==> config.mk <==
export PLATFORM = sky130hd
export DESIGN_NAME = wildcard_match_table
export DESIGN_NICKNAME = d
export VERILOG_FILES = /design/src/rtl/wildcard_match_table.sv
export SDC_FILE = /design/constraint.sdc
export NUM_CORES = 1
export LEC_CHECK = 0
export CAP_MARGIN = 20
export CORE_MARGIN = 8
export CORE_UTILIZATION = 48
export CTS_CLUSTER_SIZE = 8
export DETAILED_ROUTE_END_ITERATION = 10
export PLACE_DENSITY = 0.83
export SLEW_MARGIN = 20
export SYNTH_ARGS = -nofsm -noshare
export SYNTH_HDL_FRONTEND = slang
export SYNTH_SLANG_ARGS = --single-unit
==> constraint.sdc <==
create_clock -name i_clk -period 2.25 [get_ports i_clk]
set_clock_uncertainty 0.05 [all_clocks]
set_input_delay 0.45 -clock i_clk [delete_from_list [all_inputs] [get_ports i_clk]]
set_output_delay 0.45 -clock i_clk [all_outputs]
set_load 0.05 [all_outputs]
==> src/rtl/wildcard_match_table.sv <==
// ---------------------------------------------------------------------------
// wildcard_match_table
//
// Runtime-programmable wildcard pattern matcher. Holds DEPTH entries of
// {value, care-mask, enable}. A control agent writes and reads entries through
// an address port that flags out-of-range addresses. A streaming client
// searches the table through a valid/ready lookup port. Each lookup returns:
//   - a hit flag,
//   - the lowest matching index,
//   - the per-entry match vector,
//   - optionally, the match count.
//
// Optional feature macro: WILDCARD_MATCH_COUNT_EN
//   defined   -> o_rsp_count carries the popcount of the match vector
//   undefined -> popcount logic omitted, o_rsp_count tied to 0
//
// Ports:
//   i_clk, i_rst_n              clock, synchronous active-low reset
//   i_wr_en/addr/value/care     table write strobe and data
//   o_wr_oob                    one-cycle pulse after an out-of-range write
//   i_rd_en/addr                table read strobe and address
//   o_rd_valid/value/care/oob   registered read-back (latency 1)
//   i_req_valid/o_req_ready     lookup request handshake, i_req_key = key
//   o_rsp_valid/i_rsp_ready     lookup response handshake
//   o_rsp_hit/index/vec/count   lookup result (latency 1)
//   o_oob_count                 saturating count of out-of-range accesses
// ---------------------------------------------------------------------------
module wildcard_match_table #(
  parameter int WIDTH  = 8,
  parameter int DEPTH  = 4,
  parameter int ADDR_W = 4,
  parameter int CNT_W  = $clog2(DEPTH + 1)
) (
  input  logic              i_clk,
  input  logic              i_rst_n,
  input  logic              i_wr_en,
  input  logic [ADDR_W-1:0] i_wr_addr,
  input  logic [WIDTH-1:0]  i_wr_value,
  input  logic [WIDTH-1:0]  i_wr_care,
  output logic              o_wr_oob,
  input  logic              i_rd_en,
  input  logic [ADDR_W-1:0] i_rd_addr,
  output logic              o_rd_valid,
  output logic [WIDTH-1:0]  o_rd_value,
  output logic [WIDTH-1:0]  o_rd_care,
  output logic              o_rd_oob,
  input  logic              i_req_valid,
  output logic              o_req_ready,
  input  logic [WIDTH-1:0]  i_req_key,
  output logic              o_rsp_valid,
  input  logic              i_rsp_ready,
  output logic              o_rsp_hit,
  output logic [ADDR_W-1:0] o_rsp_index,
  output logic [DEPTH-1:0]  o_rsp_vec,
  output logic [CNT_W-1:0]  o_rsp_count,
  output logic [7:0]        o_oob_count
);

  localparam int unsigned DEPTH_U = DEPTH;

  logic [WIDTH-1:0]  r_value [DEPTH];
  logic [WIDTH-1:0]  r_care  [DEPTH];
  logic [DEPTH-1:0]  r_enable;
  logic              r_outOfReset;
  logic              r_wrOob;
  logic              r_rdValid;
  logic [WIDTH-1:0]  r_rdValue;
  logic [WIDTH-1:0]  r_rdCare;
  logic              r_rdOob;
  logic              r_rspValid;
  logic              r_rspHit;
  logic [ADDR_W-1:0] r_rspIndex;
  logic [DEPTH-1:0]  r_rspVec;
  logic [7:0]        r_oobCount;

  logic              w_wrInRange;
  logic              w_rdInRange;
  logic              w_wrOob;
  logic              w_rdOob;
  logic              w_accept;
  logic [DEPTH-1:0]  w_matchVec;
  logic [ADDR_W-1:0] w_hitIndex;
  logic [WIDTH-1:0]  w_rdValue;
  logic [WIDTH-1:0]  w_rdCare;
  logic [8:0]        w_oobSum;

  // Compare at 32 bits so that addresses wider than the table are range-checked
  assign w_wrInRange = (32'(i_wr_addr) < DEPTH_U);
  assign w_rdInRange = (32'(i_rd_addr) < DEPTH_U);
  assign w_wrOob     = i_wr_en & ~w_wrInRange;
  assign w_rdOob     = i_rd_en & ~w_rdInRange;

  // r_outOfReset keeps ready low while reset is held and for the reset edge itself
  assign o_req_ready = r_outOfReset & (~r_rspValid | i_rsp_ready);
  assign w_accept    = i_req_valid & o_req_ready;

  // Table storage: a write to a valid address stores the pattern and enables the entry
  always_ff @(posedge i_clk) begin
    if (!i_rst_n) begin
      for (int i = 0; i < DEPTH; i++) begin
        r_value[i] <= '0;
        r_care[i]  <= '0;
      end
      r_enable <= '0;
    end else if (i_wr_en && w_wrInRange) begin
      for (int i = 0; i < DEPTH; i++) begin
        if (i_wr_addr == ADDR_W'(i)) begin
          r_value[i]  <= i_wr_value;
          r_care[i]   <= i_wr_care;
          r_enable[i] <= 1'b1;
        end
      end
    end
  end

  // Per-entry match against the current (pre-write) table contents
  always_comb begin
    w_matchVec = '0;
    for (int i = 0; i < DEPTH; i++) begin
      w_matchVec[i] = r_enable[i] & (((i_req_key ^ r_value[i]) & r_care[i]) == '0);
    end
  end

  // Priority encoder: scanning downward leaves the lowest matching index
  always_comb begin
    w_hitIndex = '0;
    for (int i = DEPTH - 1; i >= 0; i--) begin
      if (w_matchVec[i]) begin
        w_hitIndex = ADDR_W'(i);
      end
    end
  end

  // Read mux; out-of-range addresses return zeros
  always_comb begin
    w_rdValue = '0;
    w_rdCare  = '0;
    if (w_rdInRange) begin
      for (int i = 0; i < DEPTH; i++) begin
        if (i_rd_addr == ADDR_W'(i)) begin
          w_rdValue = r_value[i];
          w_rdCare  = r_care[i];
        end
      end
    end
  end

  // Read-back registers: valid pulses once per strobe, data is held between strobes
  always_ff @(posedge i_clk) begin
    if (!i_rst_n) begin
      r_rdValid <= 1'b0;
      r_rdValue <= '0;
      r_rdCare  <= '0;
      r_rdOob   <= 1'b0;
    end else begin
      r_rdValid <= i_rd_en;
      if (i_rd_en) begin
        r_rdValue <= w_rdValue;
        r_rdCare  <= w_rdCare;
        r_rdOob   <= ~w_rdInRange;
      end
    end
  end

  // Out-of-range bookkeeping. The sum is 9 bits wide so that a double bump
  // near the top is caught and clamped to 255 instead of wrapping.
  assign w_oobSum = {1'b0, r_oobCount} + {8'd0, w_wrOob} + {8'd0, w_rdOob};

  always_ff @(posedge i_clk) begin
    if (!i_rst_n) begin
      r_wrOob    <= 1'b0;
      r_oobCount <= '0;
    end else begin
      r_wrOob    <= w_wrOob;
      r_oobCount <= w_oobSum[8] ? 8'hFF : w_oobSum[7:0];
    end
  end

  // Lookup response register: loaded on accept, held under backpressure,
  // dropped once the consumer takes it without a new request behind it
  always_ff @(posedge i_clk) begin
    if (!i_rst_n) begin
      r_outOfReset <= 1'b0;
      r_rspValid   <= 1'b0;
      r_rspHit     <= 1'b0;
      r_rspIndex   <= '0;
      r_rspVec     <= '0;
    end else begin
      r_outOfReset <= 1'b1;
      if (w_accept) begin
        r_rspValid <= 1'b1;
        r_rspHit   <= |w_matchVec;
        r_rspIndex <= w_hitIndex;
        r_rspVec   <= w_matchVec;
      end else if (i_rsp_ready) begin
        r_rspValid <= 1'b0;
      end
    end
  end

`ifdef WILDCARD_MATCH_COUNT_EN
  logic [CNT_W-1:0] w_matchCount;
  logic [CNT_W-1:0] r_rspCount;

  always_comb begin
    w_matchCount = '0;
    for (int i = 0; i < DEPTH; i++) begin
      w_matchCount = w_matchCount + CNT_W'(w_matchVec[i]);
    end
  end

  // Match count travels with the rest of the response
  always_ff @(posedge i_clk) begin
    if (!i_rst_n) begin
      r_rspCount <= '0;
    end else if (w_accept) begin
      r_rspCount <= w_matchCount;
    end
  end

  assign o_rsp_count = r_rspCount;
`else
  assign o_rsp_count = '0;
`endif

  assign o_wr_oob    = r_wrOob;
  assign o_rd_valid  = r_rdValid;
  assign o_rd_value  = r_rdValue;
  assign o_rd_care   = r_rdCare;
  assign o_rd_oob    = r_rdOob;
  assign o_rsp_valid = r_rspValid;
  assign o_rsp_hit   = r_rspHit;
  assign o_rsp_index = r_rspIndex;
  assign o_rsp_vec   = r_rspVec;
  assign o_oob_count = r_oobCount;

endmodule

==> summary.txt, run 1 <==
Synth
  – Number of distinct library cells after synthesis: 42
  – Post-synthesis sequential area ratio: 56.87%
  – Flops & latches, synth: 104
  – Synth Instances: 428
  – Post-synth EDFFs: 64
  – Avg Inst Size Synth: 11.18 um2
  – Cell Area, Synth: 4787 um2
  – Post-synth ARST share: 0%
  – Yosys warnings: 0
  – Top_reg_cell synth: edfxtp_1

Global route
  – Grt ovf: 0
  – First-pass GRT wire length: 18.35 mm
  – Initial antenna violation count: 0
  – Largest net degree at the start of global routing: 33
  – Total GRT Usage: 17.51%
  – Vias in the first global route: 3,662

Floorplanning
  – Starting Density: 49.20%
  – IO Count: 79
  – Die height: 115.9 um
  – Num rows: 36
  – Die footprint: 13,420 um2
  – Core ar.: 9729 um2
  – Die W: 115.9 um

Clock tree
  – Clock buffer depth: 2
  – Worst-path clk slew: 0.10 ns
  – CTS tree: done
  – H-Tree Depth: 3
  – Hold-fix buffers at CTS: 0
  – Clock Latency Late Sink: 0.36 ns
  – Post-CTS setup buffer count: 0
  – Clk sinks: 104
  – CTS buffer count: 9
  – Clock root buffer: clkbuf_8

Critical path
  – Setup crit end kind: register
  – Worst Setup Start Kind: primary input
  – Required @ worst endpoint: 2.50 ns
  – Worst setup path class: primary input to register
  – Arrival @ worst endpoint: 2.42 ns
  – R2R cell count: 8
  – CP max FO: 6

STA
  – Fraction of the cycle the final worst path needs: 96.24%
  – Pins over their slew limit: 0
  – Slew margin rel.: 45.32%
  – Tmin final: 2.166 ns
  – Final hold violations: 0
  – Worst-margin pin slew: 0.8172 ns
  – Final setup violation count: 0
  – Max Fclk: 0.4618 GHz
  – RSZ-0062 raised after global routing: false
  – Hold_ws: 0.3797 ns

Pwr
  – Worst vdd ir: 0.3148 mV
  – PD cells: 631.5 nW/um2
  – Leakage power: 2.254 nW
  – Final total power: 3.849 mW

Outcome
  – Status: finished clean

Flow run
  – # Max-Cap Violations: 0

Min path
  – Hold/Removal Path Class: primary input to register
  – Hold Crit Depth: 3

Route
  – DRC: 0
  – Wl on met1: 4.879 mm
  – DR vias/cell: 5.511
  – Total number of vias: 3,637
  – Met2 WL: 5.644 mm
  – Initial DRT Pass Iterations: 4
  – Overall routed net length: 11.70 mm
  – Max layer used: met4
  – Routed wire per std cell: 17.72 um
  – DR iter-0 viols: 314
  – Met3 WL: 919 um
  – ANT nets after route: 0

Place
  – Detailed Place HPWL: 8.828 mm
  – IO buf count: 73
  – RePlAce Congestion: 0.8446
  – Placed Cells incl. Taps: 644

Cells and area
  – Most common cell after layout, fill and taps aside: clkdlybuf4s50_1
  – Final net count: 562
  – Non-Filler Instances: 660
  – Area Growth Syn to Fin: 27.31%
  – Layout cells sized above 1: 11.01%
  – Ant diodes: 0
  – Multi-input gate area: 1976 um2
  – Register cell area after layout: 2723 um2
  – Commonest non-fill, non-tap cells in the layout: clkdlybuf4s50_1 (69), and2_1 (66), edfxtp_1 (64)
  – # fillers: 754
-- flip-flops by register name (all words and copies together) (netlist names) --
| name | flops |
|---|---|
| o_rsp_vec | 4 |
| o_rsp_valid | 1 |
| o_rd_value | 8 |
| r_outOfReset | 1 |
| r_value | 32 |
| o_rsp_index | 2 |
| o_oob_count | 8 |
| o_rd_valid | 1 |
| r_enable | 4 |
| r_care | 32 |
| o_rd_care | 8 |
| o_rd_oob | 1 |
| o_wr_oob | 1 |
| o_rsp_hit | 1 |
-- report_power, final --
part           leakage (nW)  total (mW)  internal [mW]  switching [mW]
clock network         0.104        1.10          0.472           0.628
logic                  1.21       0.567          0.235           0.331
registers             0.938        2.18           2.12          0.0654
-- layer usage --
layer | vias to the layer above | GRT usage (%)
li1 | 1713 | -
met1 | 1767 | 20.95
met2 | 135 | 29.25
met3 | 22 | 4.221
met4 | 0 | 7.865
met5 | - | 0
-- worst paths after layout --
| check | start | end | slack (ns) |
|---|---|---|---|
| worst max-delay path | i_wr_addr[3] | o_oob_count[4] | 0.08 |
| worst min-delay path | i_wr_en | o_wr_oob | 0.38 |
| worst max register to register | o_oob_count[0] | o_oob_count[4] | 0.33 |
| worst min register to register | o_rd_care[3] | o_rd_care[3] | 0.42 |
-- cells in the mapped netlist (3+ instances only) --
cell      number  area share, %
and2_1        66            8.6
edfxtp_1      64             40
nor2_1        32            2.5
a21o_1         3           0.47
nand3_1        6           0.63
and3_1         3           0.39
nor2b_1       16            2.1
o21ai_0        7           0.73
buf_2          3           0.31
a22oi_1       14            2.2
o221ai_1      16            2.9
xor2_1        33            6.0
buf_4          5           0.78
nand2b_1      19            2.5
dfxtp_1       40             17
a21oi_1       29            3.0
a211oi_1      17            2.7
clkbuf_1      16            1.3
inv_1          5           0.39
nand2_1        6           0.47
-- final cells by class --
cell class                 count  share of cell area, %
sequential                   104                  44.67
multi-input combinational    299                  32.42
timing repair buffer         103                  16.79
tap                          133                  2.730
clock buffer                  10                  2.443
clock inverter                 6                 0.6364
inverter                       5                 0.3079
-- cells by family after synthesis --
family	Yosys count	synth area share (%)
DFF	104	56.87
and+or+nand+nor	161	19.26
xor gates and xnor gates	35	6.404
AOI/OAI and AO/OA	96	13.96
buffers and inverters	29	2.744
adders and majority gates	2	0.6795
other	1	0.07834
-- critical path, stage by stage --
cell,delay (ns)
clkdlybuf4s50_1,0.49
o21ai_2,0.11
fa_1,0.36
inv_1,0.10
ha_4,0.15
and4_4,0.26
nand4_1,0.23
o21a_1,0.19
nor2_1,0.07
-- timing repair --
| action | CTS | global route |
|---|---|---|
| setup endpoints to repair | 6 | 6 |
| resized for setup | 5 | 6 |
| cloned | 0 | 0 |
| pin swaps | 1 | 0 |
-- stage by stage --
step	setup WS (ns)	TNS (ns)	area, um2	utilization (%)
3_5_place_dp	-0.5161	-3.931	5877	60.40
6_report	0.08449	0	6095	62.64
5_1_grt	0.01080	0	6095	62.64
2_1_floorplan	-0.08724	-4.187	4807	-
3_3_place_gp	-0.4199	-3.064	5877	60.40
4_1_cts	0.01795	0	6071	62.40
Power figures use the tool's default switching activity.
==> inputs of run 2 (changes only) <==
- CORE_ASPECT_RATIO: not set -> 1.1
==> run 2 against run 1 <==
Effect of this change: worst hold slack improved by 0.036 ns; wire length down 0.66%; non-clock buffer count increased by 3; count of clock-buffer cells in the layout is 1 higher; combinational power shrank 2%; first-iteration DRC count shrank 28%; largest power group unchanged.
==> summary.txt, run 2 (same netlist as run 1, synthesis figures left out) <==
Outcome
  – Status: finished clean

Floorplanning
  – Starting Density: 48.88% (-0.33 points)
  – Die height: 120.7 um (+4.2%)
  – Die footprint: 13,430 um2 (about the same)
  – Die W: 111.2 um (-4.0%)
  – Num rows: 38 (+5.6%)
  – Core ar.: 9794 um2 (+0.67%)
  – IO Count: 79 (unchanged)

Cells and area
  – Final net count: 565 (+0.53%)
  – Most common cell after layout, fill and taps aside: clkdlybuf4s50_1
  – Non-Filler Instances: 650 (-1.5%)
  – # fillers: 750 (-0.53%)
  – Finished Cell Area: 6067 um2 (-0.45%)
  – Largest regs: r_care (32), r_value (32)
  – Area Growth Syn to Fin: 26.74%
  – Commonest non-fill, non-tap cells in the layout: clkdlybuf4s50_1 (71), and2_1 (66), edfxtp_1 (64)
  – Layout cells sized above 1: 10.75% (-0.25 points)
  – Ant diodes: 0 (unchanged)

Global route
  – Total GRT Usage: 17.17% (-0.35 points)
  – Largest net degree at the start of global routing: 33 (unchanged)
  – Grt ovf: 0 (unchanged)
  – First-pass GRT wire length: 18.51 mm (+0.86%)
  – Vias in the first global route: 3,735 (+2.0%)
  – Initial antenna violation count: 0 (unchanged)

Clock tree
  – Clock root buffer: clkbuf_8
  – Clock buffer depth: 2 (unchanged)
  – Clock Latency Late Sink: 0.37 ns (about the same)
  – Clk sinks: 104 (unchanged)
  – CTS tree: done
  – H-Tree Depth: 3 (unchanged)
  – CTS buffer count: 9 (unchanged)
  – Worst-path clk slew: 0.09 ns (about the same)
  – Hold-fix buffers at CTS: 0 (unchanged)

Route
  – DR iter-0 viols: 226 (-28%)
  – Overall routed net length: 11.62 mm (-0.66%)
  – Routed wire per std cell: 17.88 um (+0.87%)
  – Total number of vias: 3,562 (-2.1%)
  – DR vias/cell: 5.480 (-0.56%)
  – ANT nets after route: 0 (unchanged)
  – DRC: 0 (unchanged)
  – Initial DRT Pass Iterations: 4 (unchanged)

STA
  – Setup TNS: 0 ns (unchanged)
  – Tmin final: 2.168 ns (+0.002314 ns)
  – Worst-margin pin slew: 0.9084 ns (+0.09118 ns)
  – Fraction of the cycle the final worst path needs: 96.35% (+0.10 points)
  – Final hold violations: 0 (unchanged)
  – Slew margin rel.: 39.22% (-6.1 points)
  – Max Fclk: 0.4613 GHz (-0.11%)
  – Pins over their slew limit: 0 (unchanged)
  – Final setup violation count: 0 (unchanged)

Pwr
  – PD cells: 628.5 nW/um2 (-0.47%)
  – Worst vdd ir: 0.2958 mV (-6.0%)
  – Leakage power: 2.247 nW (-0.31%)

Place
  – IO buf count: 73 (unchanged)
  – RePlAce Congestion: 0.8227 (-2.6%)
  – Placed inst area: 5876 um2 (about the same)
  – Detailed Place HPWL: 9.066 mm (+2.7%)
  – Placed Cells incl. Taps: 633 (-1.7%)

Min path
  – Hold/Removal Path Class: register to register

Critical path
  – CP max FO: 4 (-2)
  – Setup crit end kind: register
  – CP max stage delay: 0.48 ns (about the same)
  – Required @ worst endpoint: 2.46 ns (-0.04 ns)
  – Slowest-stage cell, CP: clkdlybuf4s50_1
  – Arrival @ worst endpoint: 2.38 ns (-0.04 ns)
  – Worst Setup Start Kind: primary input
  – Worst setup path class: primary input to register
  – CP dominant cell by count: buf_4
  – Cell breakdown of the critical path: clkdlybuf4s50_1, o21ai_1, fa_1, inv_1, ha_1, and4_1, buf_4, buf_4, and4b_1, nor3_1

Flow run
  – # Max-Cap Violations: 0 (unchanged)
-- run 2: cell count changes in the layout (fill, tap and decap cells not counted), sizes merged --
cell and change:
inv -1, dlymetal6s2s -2, clkdlybuf4s50 +2, clkbuf +1, buf +3
-- run 2: cell type report --
type	instances	area [um2]	area share [%]
clock buffers	11	151.4	2.495
clock inverters	5	30.03	0.4949
inverters	5	18.77	0.3093
multi-input cells	299	1953	32.19
flip-flops and latches	104	2723	44.88
well taps	120	150.1	2.475
repair buffers	106	1041	17.16
-- run 2: worst max-delay path: cells and delay by family --
family                   cells  cell delay [ns]
AO/OA/AOI/OAI                1             0.10
adder cells (fa/ha/maj)      2             0.57
buffers and inverters        4             0.79
AND/OR/NAND/NOR              3             0.46
-- run 2: per-stage QoR --
stage	setup WS [ns]	total power, mW	hold WS [ns]	utilization (%)
2_1_floorplan	-0.08724	2.521	0.3762	-
5_1_grt	-0.01726	3.957	0.4317	61.94
6_report	0.08218	3.813	0.4156	61.94
3_5_place_dp	-0.3914	2.778	0.3910	59.99
3_3_place_gp	-0.2814	2.754	0.3819	59.99
4_1_cts	0.04148	3.838	0.4140	61.84
-- run 2: power breakdown --
group	internal (mW)	switching [mW]	total [mW]
Combinational	0.233	0.325	0.558
Clock	0.461	0.615	1.08
Sequential	2.12	0.0633	2.18
-- run 2: repair_timing --
item,4_1_cts,5_1_grt
gates cloned,0,0
endpoints found under the hold margin,0,0
pin swaps,0,1
buffers inserted,0,1
setup endpoints to repair,1,8
gates resized for setup,1,2
-- run 2: path summary, 6_finish.rpt --
path / start / end / slack (ns) / depth (start not counted)
hold reg to reg: r_enable[0] / r_enable[0] / 0.42 / 1
setup reg to reg: o_oob_count[0] / o_oob_count[6] / 0.30 / 9
setup / recovery: i_rd_addr[3] / o_oob_count[6] / 0.08 / 10
hold / removal: r_enable[0] / r_enable[0] / 0.42 / 1
-- run 2: layer usage --
metal / wire (um) / up-vias / track usage, %
li1: - / 1718 / -
met1: 4687 / 1715 / 19.12
met2: 5847 / 105 / 29.99
met3: 740 / 24 / 4.260
met4: 346 / 0 / 8.674
met5: 0 / - / 0
